## src/rtl/module_ctrl_mult.sv

```systemverilog
// Sequencing controller for the keypad -> Booth multiplier -> display path.
// Captures operands on keypad ready edges, starts the multiplier, watches for completion and drives the display value.
module module_ctrl_mult #(
    parameter int TIMEOUT_CYCLES = 64
) (
    input  logic        clk,
    input  logic        rst,
    input  logic        listo_1,
    input  logic        listo,
    input  logic [7:0]  first_num,
    input  logic [7:0]  second_num,
    input  logic        clear,
    input  logic        mul_done,
    input  logic [15:0] mul_result,
    output logic        mul_valid,
    output logic [7:0]  mul_a,
    output logic [7:0]  mul_b,
    output logic [15:0] disp_num,
    output logic        disp_load,
    output logic        busy,
    output logic        error,
    output logic [2:0]  state
);

    localparam int CNT_W = (TIMEOUT_CYCLES > 2) ? $clog2(TIMEOUT_CYCLES) : 1;
    localparam logic [CNT_W-1:0] CNT_MAX = CNT_W'(TIMEOUT_CYCLES - 1);

    typedef enum logic [2:0] {
        IDLE  = 3'd0,
        OP_A  = 3'd1,
        START = 3'd2,
        WAIT  = 3'd3,
        SHOW  = 3'd4,
        ERR   = 3'd5
    } state_t;

    state_t           state_r, state_nxt_s;
    logic [7:0]       mul_a_r, mul_a_nxt_s;
    logic [7:0]       mul_b_r, mul_b_nxt_s;
    logic [15:0]      disp_num_r, disp_num_nxt_s;
    logic [CNT_W-1:0] cnt_r, cnt_nxt_s;
    logic             load_s;
    logic             prev_1_r, prev_2_r;
    logic             rise_1_s, rise_2_s;
    logic             mul_valid_r, disp_load_r, busy_r, error_r;

    assign rise_1_s = listo_1 & ~prev_1_r;
    assign rise_2_s = listo & ~prev_2_r;

    // Next-state and next-register computation; clear overrides all state logic.
    always_comb begin
        state_nxt_s    = state_r;
        mul_a_nxt_s    = mul_a_r;
        mul_b_nxt_s    = mul_b_r;
        disp_num_nxt_s = disp_num_r;
        cnt_nxt_s      = cnt_r;
        load_s         = 1'b0;
        if (clear) begin
            state_nxt_s    = IDLE;
            mul_a_nxt_s    = 8'h00;
            mul_b_nxt_s    = 8'h00;
            disp_num_nxt_s = 16'h0000;
            cnt_nxt_s      = '0;
            load_s         = 1'b1;
        end else begin
            case (state_r)
                IDLE, SHOW, ERR: begin
                    if (rise_1_s) begin
                        mul_a_nxt_s    = first_num;
                        disp_num_nxt_s = {{8{first_num[7]}}, first_num};
                        load_s         = 1'b1;
                        state_nxt_s    = OP_A;
                    end else begin
                        state_nxt_s = state_r;
                    end
                end
                OP_A: begin
                    // Second operand wins over a simultaneous first-operand edge.
                    if (rise_2_s) begin
                        mul_b_nxt_s    = second_num;
                        disp_num_nxt_s = {{8{second_num[7]}}, second_num};
                        load_s         = 1'b1;
                        state_nxt_s    = START;
                    end else if (rise_1_s) begin
                        mul_a_nxt_s    = first_num;
                        disp_num_nxt_s = {{8{first_num[7]}}, first_num};
                        load_s         = 1'b1;
                    end else begin
                        state_nxt_s = OP_A;
                    end
                end
                START: begin
                    cnt_nxt_s   = '0;
                    state_nxt_s = WAIT;
                end
                WAIT: begin
                    if (mul_done) begin
                        disp_num_nxt_s = mul_result;
                        load_s         = 1'b1;
                        state_nxt_s    = SHOW;
                    end else if (cnt_r == CNT_MAX) begin
                        disp_num_nxt_s = 16'h0000;
                        load_s         = 1'b1;
                        state_nxt_s    = ERR;
                    end else begin
                        cnt_nxt_s = cnt_r + CNT_W'(1);
                    end
                end
                default: begin
                    state_nxt_s    = IDLE;
                    mul_a_nxt_s    = 8'h00;
                    mul_b_nxt_s    = 8'h00;
                    disp_num_nxt_s = 16'h0000;
                    cnt_nxt_s      = '0;
                end
            endcase
        end
    end

    // State, datapath and registered-output update with synchronous reset.
    always_ff @(posedge clk) begin
        if (rst) begin
            state_r     <= IDLE;
            mul_a_r     <= 8'h00;
            mul_b_r     <= 8'h00;
            disp_num_r  <= 16'h0000;
            cnt_r       <= '0;
            prev_1_r    <= 1'b0;
            prev_2_r    <= 1'b0;
            mul_valid_r <= 1'b0;
            disp_load_r <= 1'b0;
            busy_r      <= 1'b0;
            error_r     <= 1'b0;
        end else begin
            state_r     <= state_nxt_s;
            mul_a_r     <= mul_a_nxt_s;
            mul_b_r     <= mul_b_nxt_s;
            disp_num_r  <= disp_num_nxt_s;
            cnt_r       <= cnt_nxt_s;
            prev_1_r    <= listo_1;
            prev_2_r    <= listo;
            mul_valid_r <= (state_nxt_s == START);
            disp_load_r <= load_s;
            busy_r      <= (state_nxt_s == START) || (state_nxt_s == WAIT);
            error_r     <= (state_nxt_s == ERR);
        end
    end

    assign mul_valid = mul_valid_r;
    assign mul_a     = mul_a_r;
    assign mul_b     = mul_b_r;
    assign disp_num  = disp_num_r;
    assign disp_load = disp_load_r;
    assign busy      = busy_r;
    assign error     = error_r;
    assign state     = state_r;

endmodule

```

## config.mk

```make
export PLATFORM = sky130hd
export DESIGN_NAME = module_ctrl_mult
export DESIGN_NICKNAME = d
export VERILOG_FILES = /design/src/rtl/module_ctrl_mult.sv
export SDC_FILE = /design/constraint.sdc
export NUM_CORES = 1
export LEC_CHECK = 0
export ABC_AREA = 1
export CORE_ASPECT_RATIO = 0.8
export CORE_MARGIN = 5
export CORE_UTILIZATION = 39
export DETAILED_ROUTE_END_ITERATION = 8
export PLACE_DENSITY = 0.77
export SYNTH_ARGS = -nofsm -noshare
export SYNTH_HDL_FRONTEND = slang
export SYNTH_SLANG_ARGS = --single-unit
```

## constraint.sdc

```tcl
create_clock -name clk -period 1.7 [get_ports clk]
set_input_delay 0.34 -clock clk [delete_from_list [all_inputs] [get_ports clk]]
set_output_delay 0.34 -clock clk [all_outputs]
set_load 0.03 [all_outputs]
```

# --- After elaboration in Yosys (flattened, before gate mapping) ---
# Cells that the tools add are included.
totals:
  regBits: 47
  input_bits: 38
  output_inout_bits: 39
  elab_cells: 71
op_classes:
  n_addsub: 1
  n_eq_ne: 14
  n_mux: 26
  bitwise_logic: 8
  n_reduce_logical: 11
op_table:
  columns: ["cell", "n"]
  rows:
  - ["16-bit 2-to-1 mux", 4]
  - ["16-bit case mux with 4 select lines", 1]
  - ["8-bit 2-to-1 mux", 3]
  - ["8-bit case mux with 3 select lines", 1]
  - ["3-bit 2-to-1 mux", 6]
  - ["8-bit case mux with 2 select lines", 1]
  - ["3-bit by 2-bit equality test with 1-bit output (second input constant)", 4]
  - ["6-bit 2-to-1 mux", 2]
  - ["3-bit case mux with 4 select lines", 1]
  - ["6-bit case mux with 2 select lines", 1]
  - ["3-bit equality test (second input constant)", 3]
  - ["2-bit != test (second input constant)", 4]
  - ["6-bit by 1-bit adder with 6-bit output (second input constant)", 1]
  - ["6-bit equality test (second input constant)", 1]
  - ["1-bit NOT", 6]
  - ["2-bit AND reduction", 3]
  - ["1-bit 2-to-1 mux", 5]
  - ["5-bit OR reduction", 1]
  - ["2-bit OR reduction", 2]
  - ["4-bit OR reduction", 1]
  - ["3-bit by 1-bit equality test with 1-bit output (second input constant)", 1]
  - ["3-bit logical NOT", 1]
  - ["3-bit != test (second input constant)", 1]
  - ["1-bit case mux with 3 select lines", 1]
  - ["4 further kinds", 5]

# --- Depth between registers and ports, before layout ---
logic_depth:
  word_depth: 8
  mapped_depth: 9
  mapped_depth_nobuf: 9

# --- Worst setup path after synthesis ---
# No wires, ideal clock.
synth_timing:
  path_type: "register -> register"
  start: "reg state_r[1] (netlist: state[1])"
  end: "reg disp_num_r[7] (netlist: disp_num[7])"
  setup_time_ns: 0.065
  arrival_ns: 1.438
  slack_ns: 0.197
  path_stages_with_launch: 8
  n_path_buf: 1
  cell_sequence: "dfxtp_1 > nand2_2 > nor3_4 > nand2_2 > buf_6 > a21boi_2 > nor2_1 > nor2_1"
synth_between:
  elab_chain_len: 3
synth_rtl:
  columns: ["element", "line", "source"]
  rows:
  - ["start: declaration", "37", "state_t state_r, state_nxt_s;"]
  - ["start signal: assignment", "135", "state_r <= state_nxt_s;"]
  - ["3-bit equality test (tied with other cells)", "66", "case (state_r)"]
  - ["3-bit OR reduction (tied with other cells)", "66", null]
  - ["16-bit case mux with 4 select lines / 2-bit AND reduction (equally long branches)", null, null]
  - ["end signal: assignment", "138", "disp_num_r <= disp_num_nxt_s;"]
  - ["end: declaration", "40", "logic [15:0] disp_num_r, disp_num_nxt_s;"]
# Parallel ways exist; a longest one is shown, timed or not.
# A chain may end at the register's enable or synchronous reset.

# --- Final worst setup path ---
layout_timing:
  start: "reg mul_a_r[4] (netlist: mul_a[4])"
  end: "out mul_a[4]"
layout_lines:
  columns: ["element", "line", "source"]
  rows:
  - ["start: declaration", "38", "logic [7:0] mul_a_r, mul_a_nxt_s;"]
  - ["start signal: assignment", "136", "mul_a_r <= mul_a_nxt_s;"]
  - ["end: declaration", "16", "output logic [7:0] mul_a,"]
# No word-level cell between the ends.

==> flow_metrics.env <==
export IMPL_totalWireLength_um=7340
export IMPL_cp_slowest_stage_delay_ns=0.67
export IMPL_cts_setup_buffers=0
export IMPL_path_clk_slew_ns=0.08
export IMPL_rsz0062_at_grt="no"
export IMPL_viasPerCell=4.86
export IMPL_met2_usage_pct=32.2
export IMPL_r2r_slack_ns=0.16
export IMPL_p_clk_share_pct=34.3
export IMPL_coreArea_um2=6310
export IMPL_rows=26
export IMPL_root_buffer="clkbuf_8"
export IMPL_num_antenna_cells=0
export IMPL_whs_endpoint="mul_b[2]"
export IMPL_cts_buffer_depth=2
export IMPL_sw_frac_of_total_pct=26.8
export IMPL_grt_use_met3_pct=4.41
export IMPL_grt_max_degree=35
export IMPL_grt_pass1_vias=2670
export IMPL_status="finished clean"
export IMPL_tightest_slew_ns=0.373
export IMPL_ant_nets=0
export IMPL_final_setup_worst_slack_ns=0.0464
export IMPL_insertion_delay_ns=0.30
export IMPL_cts_tree="yes"
export IMPL_cp_max_fo=2
export IMPL_wire_per_inst_um=12.8
export IMPL_crit_path_start_kind="flip-flop"
export IMPL_fillers=593
export IMPL_syn_cell_area_um2=2500
export IMPL_drtIter0Drc=117
export IMPL_startpoint="mul_a[4]"
export IMPL_dp_cells=567
export IMPL_portBuffers=76
export IMPL_grt_pass1_wl_um=12100
export IMPL_p_sw_mw=0.670
export IMPL_ctsHtreeMaxLevel=2
export IMPL_place_gp_congestion=0.895
export IMPL_reg2reg_depth=9
export IMPL_power_mw=2.50
export IMPL_drive_above_1_share_pct=12.8
export IMPL_dp_final_hpwl_um=5720
export IMPL_slowest_stage="clkdlybuf4s50_1"
export IMPL_syn_to_final_growth_pct=46.0
export IMPL_ys_ff_latch=47
export IMPL_syn_area_per_cell_um2=6.39
export IMPL_path_buf_inv=1
export IMPL_min_period_ns=1.65
export IMPL_fmax_mhz=605
export IMPL_seqPwrFrac_pct=45.9
export IMPL_p_per_area_nw_per_um2=684
export IMPL_min_delay_start="mul_b[2]"
export IMPL_ctsResizeCount=10
export IMPL_cp_data_required_time_ns=1.36
export IMPL_cts_hold_buf=0
export IMPL_drcViolationCount=0
export IMPL_min_path_type="reg -> reg"
export IMPL_dieArea_um2=8140
export IMPL_synth_cell_types=27
export IMPL_antenna_found_initial=0
export IMPL_period_share_pct=97.3
export IMPL_drt_first_pass_iters=4
export IMPL_grt_use_met1_pct=23.0
export IMPL_ios=77
export IMPL_fp_dieW_um=99.6
export IMPL_stdcell_count=575
export IMPL_synthCells=392
export IMPL_critPathTopFamily="buffers and inverters"
export IMPL_die_h_um=81.7
export IMPL_clock_sinks=47
export IMPL_gr_total_overflow=0
export IMPL_ir_drop_v=0.000331
export IMPL_hold_viol=0
export IMPL_worstPathArrival_ns=1.31
export IMPL_critPathKind="reg -> out"
export IMPL_place_ws_ns=-0.0675
export IMPL_setup_violations=0
export IMPL_initial_utilization_pct=39.7
export IMPL_vias=2797
export IMPL_grt_usage_pct=18.3
export IMPL_drv_slew=0
export IMPL_crit_chain="clkdlybuf4s50_1"
export IMPL_placed_area_um2=3530
export IMPL_top_usage_layer="met2"
export IMPL_hold_depth=2
export IMPL_finClkSkew_ns=0.00696
export IMPL_r2r_start="cnt_r[1]"
export IMPL_yosysSeqAreaShare_pct=37.6
export IMPL_yosysWarnings=0
export IMPL_drv_cap=0
export IMPL_cts_buffers=5
export IMPL_finalInstanceArea_um2=3660
export IMPL_p_int_mw=1.83
export IMPL_power_frac_comb_pct=19.8
export IMPL_timing_rr_end="mul_valid"
export IMPL_worstSetupEndpointType="output port"
export IMPL_p_leak_nw=1.80
export IMPL_max_slew_margin_pct=75.1
export IMPL_synth_nets=431
export IMPL_nNetsFinal=529
export IMPL_fin_setup_tns_ns=0
-- power groups by stage --
stage | Combinational, mW | Sequential (mW) | Clock [mW]
floorplan | 0.211 | 1.23 | 0
global placement | 0.489 | 1.17 | 0
detailed placement | 0.499 | 1.18 | 0
CTS | 0.496 | 1.15 | 0.881
global route | 0.543 | 1.15 | 0.914
finish | 0.495 | 1.15 | 0.857
-- area by class of cell --
class	instances	area, um^2	area share [%]
Clock inverter	2	35.0	0.958
Timing Repair Buffer	102	991	27.1
Sequential cell	47	941	25.7
Multi-Input combinational cell	302	1380	37.8
Tap cell	84	105	2.87
Clock buffer	6	82.6	2.26
Inverter	32	120	3.28
-- state kept, by name, summed over array words and instances (netlist names) --
signal and count:
disp_load 1, mul_a 8, prev_1_r 1, mul_b 8, busy 1, error 1, cnt_r 6, prev_2_r 1
disp_num 16, state 3, mul_valid 1
-- cell usage in the layout, fill, tap and decap left out, types with 2 or more instances in the layout --
| cell | instances |
|---|---|
| a21boi_2 | 2 |
| clkbuf_8 | 6 |
| buf_12 | 2 |
| dfxtp_1 | 47 |
| a21boi_0 | 2 |
| inv_1 | 25 |
| dlygate4sd2_1 | 10 |
| nor2_1 | 55 |
| a21oi_1 | 29 |
| buf_4 | 24 |
| clkdlybuf4s50_1 | 57 |
| nand2_2 | 6 |
| nor2_2 | 2 |
| inv_2 | 6 |
| dlymetal6s2s_1 | 9 |
| nand2_1 | 141 |
| a21oi_2 | 8 |
| nand3_1 | 42 |
| nor2_4 | 2 |
| o21ai_0 | 6 |
-- logic make-up (layout without fill, tap and decap cells) --
kind of cell    count (synthesis)  after routing  synth area share (%)
simple gates                  252            252                  42.8
fa+ha+maj                       1              1                 0.499
compound gates                 48             48                  11.5
buf+inv                        43            142                  7.24
xor+xnor                        1              1                 0.350
flops                          47             47                  37.6
-- metal layers --
| metal | part of all wire [%] | vias to the layer above |
|---|---|---|
| met5 | 0 | - |
| met4 | 1.1 | 0 |
| met3 | 5.7 | 11 |
| met2 | 47 | 70 |
| met1 | 46 | 1279 |
| li1 | - | 1437 |
-- worst reg2reg max path, stage by stage (launching register included) --
cell and delay, ns:
dfxtp_1 0.38, ha_1 0.21, nand3_1 0.11, inv_1 0.10
nand2_1 0.07, nand2_2 0.11, buf_4 0.22, nand3_2 0.08
nand2_1 0.09, nor2_1 0.05
-- worst max path at each step --
stage | end | depth (start not counted) | slack (ns)
3_3_place_gp | disp_num[2] | 10 | -0.02
4_1_cts | disp_num[15] | 1 | 0.002
3_5_place_dp | disp_num[5] | 10 | -0.07
5_1_grt | mul_a[3] | 1 | 0.0001
2_1_floorplan | disp_num[7] | 7 | 0.20
6_report | mul_a[4] | 1 | 0.05
-- cells in the mapped netlist --
master,count,area share [%]
a31oi_1,1,0.25
inv_2,6,0.90
nor2_8,1,0.80
a21oi_1,29,5.8
inv_1,25,3.7
buf_6,1,0.45
nor2_4,2,0.90
a21boi_2,2,0.90
nand3b_1,1,0.30
buf_4,2,0.60
o21ai_0,6,1.2
ha_1,1,0.50
clkbuf_1,4,0.60
a21oi_2,8,2.8
nand2_2,6,1.5
nor2_2,2,0.50
a21boi_0,2,0.60
nand2_1,141,21
clkinv_1,1,0.15
dfxtp_1,47,38
xor2_1,1,0.35
nand3_2,1,0.40
nand3_1,42,8.4
buf_2,3,0.60
nor2_1,55,8.2
clkbuf_2,1,0.20
nor3_4,1,0.65
-- metrics by stage --
step / utilization (%) / hold slack, ns
5_1_grt: 58.0 / 0.490
6_report: 58.0 / 0.463
3_5_place_dp: 55.9 / 0.457
3_3_place_gp: 55.9 / 0.451
4_1_cts: 57.6 / 0.470
2_1_floorplan: - / 0.409
Note: power is estimated with default switching activity, not from simulation.
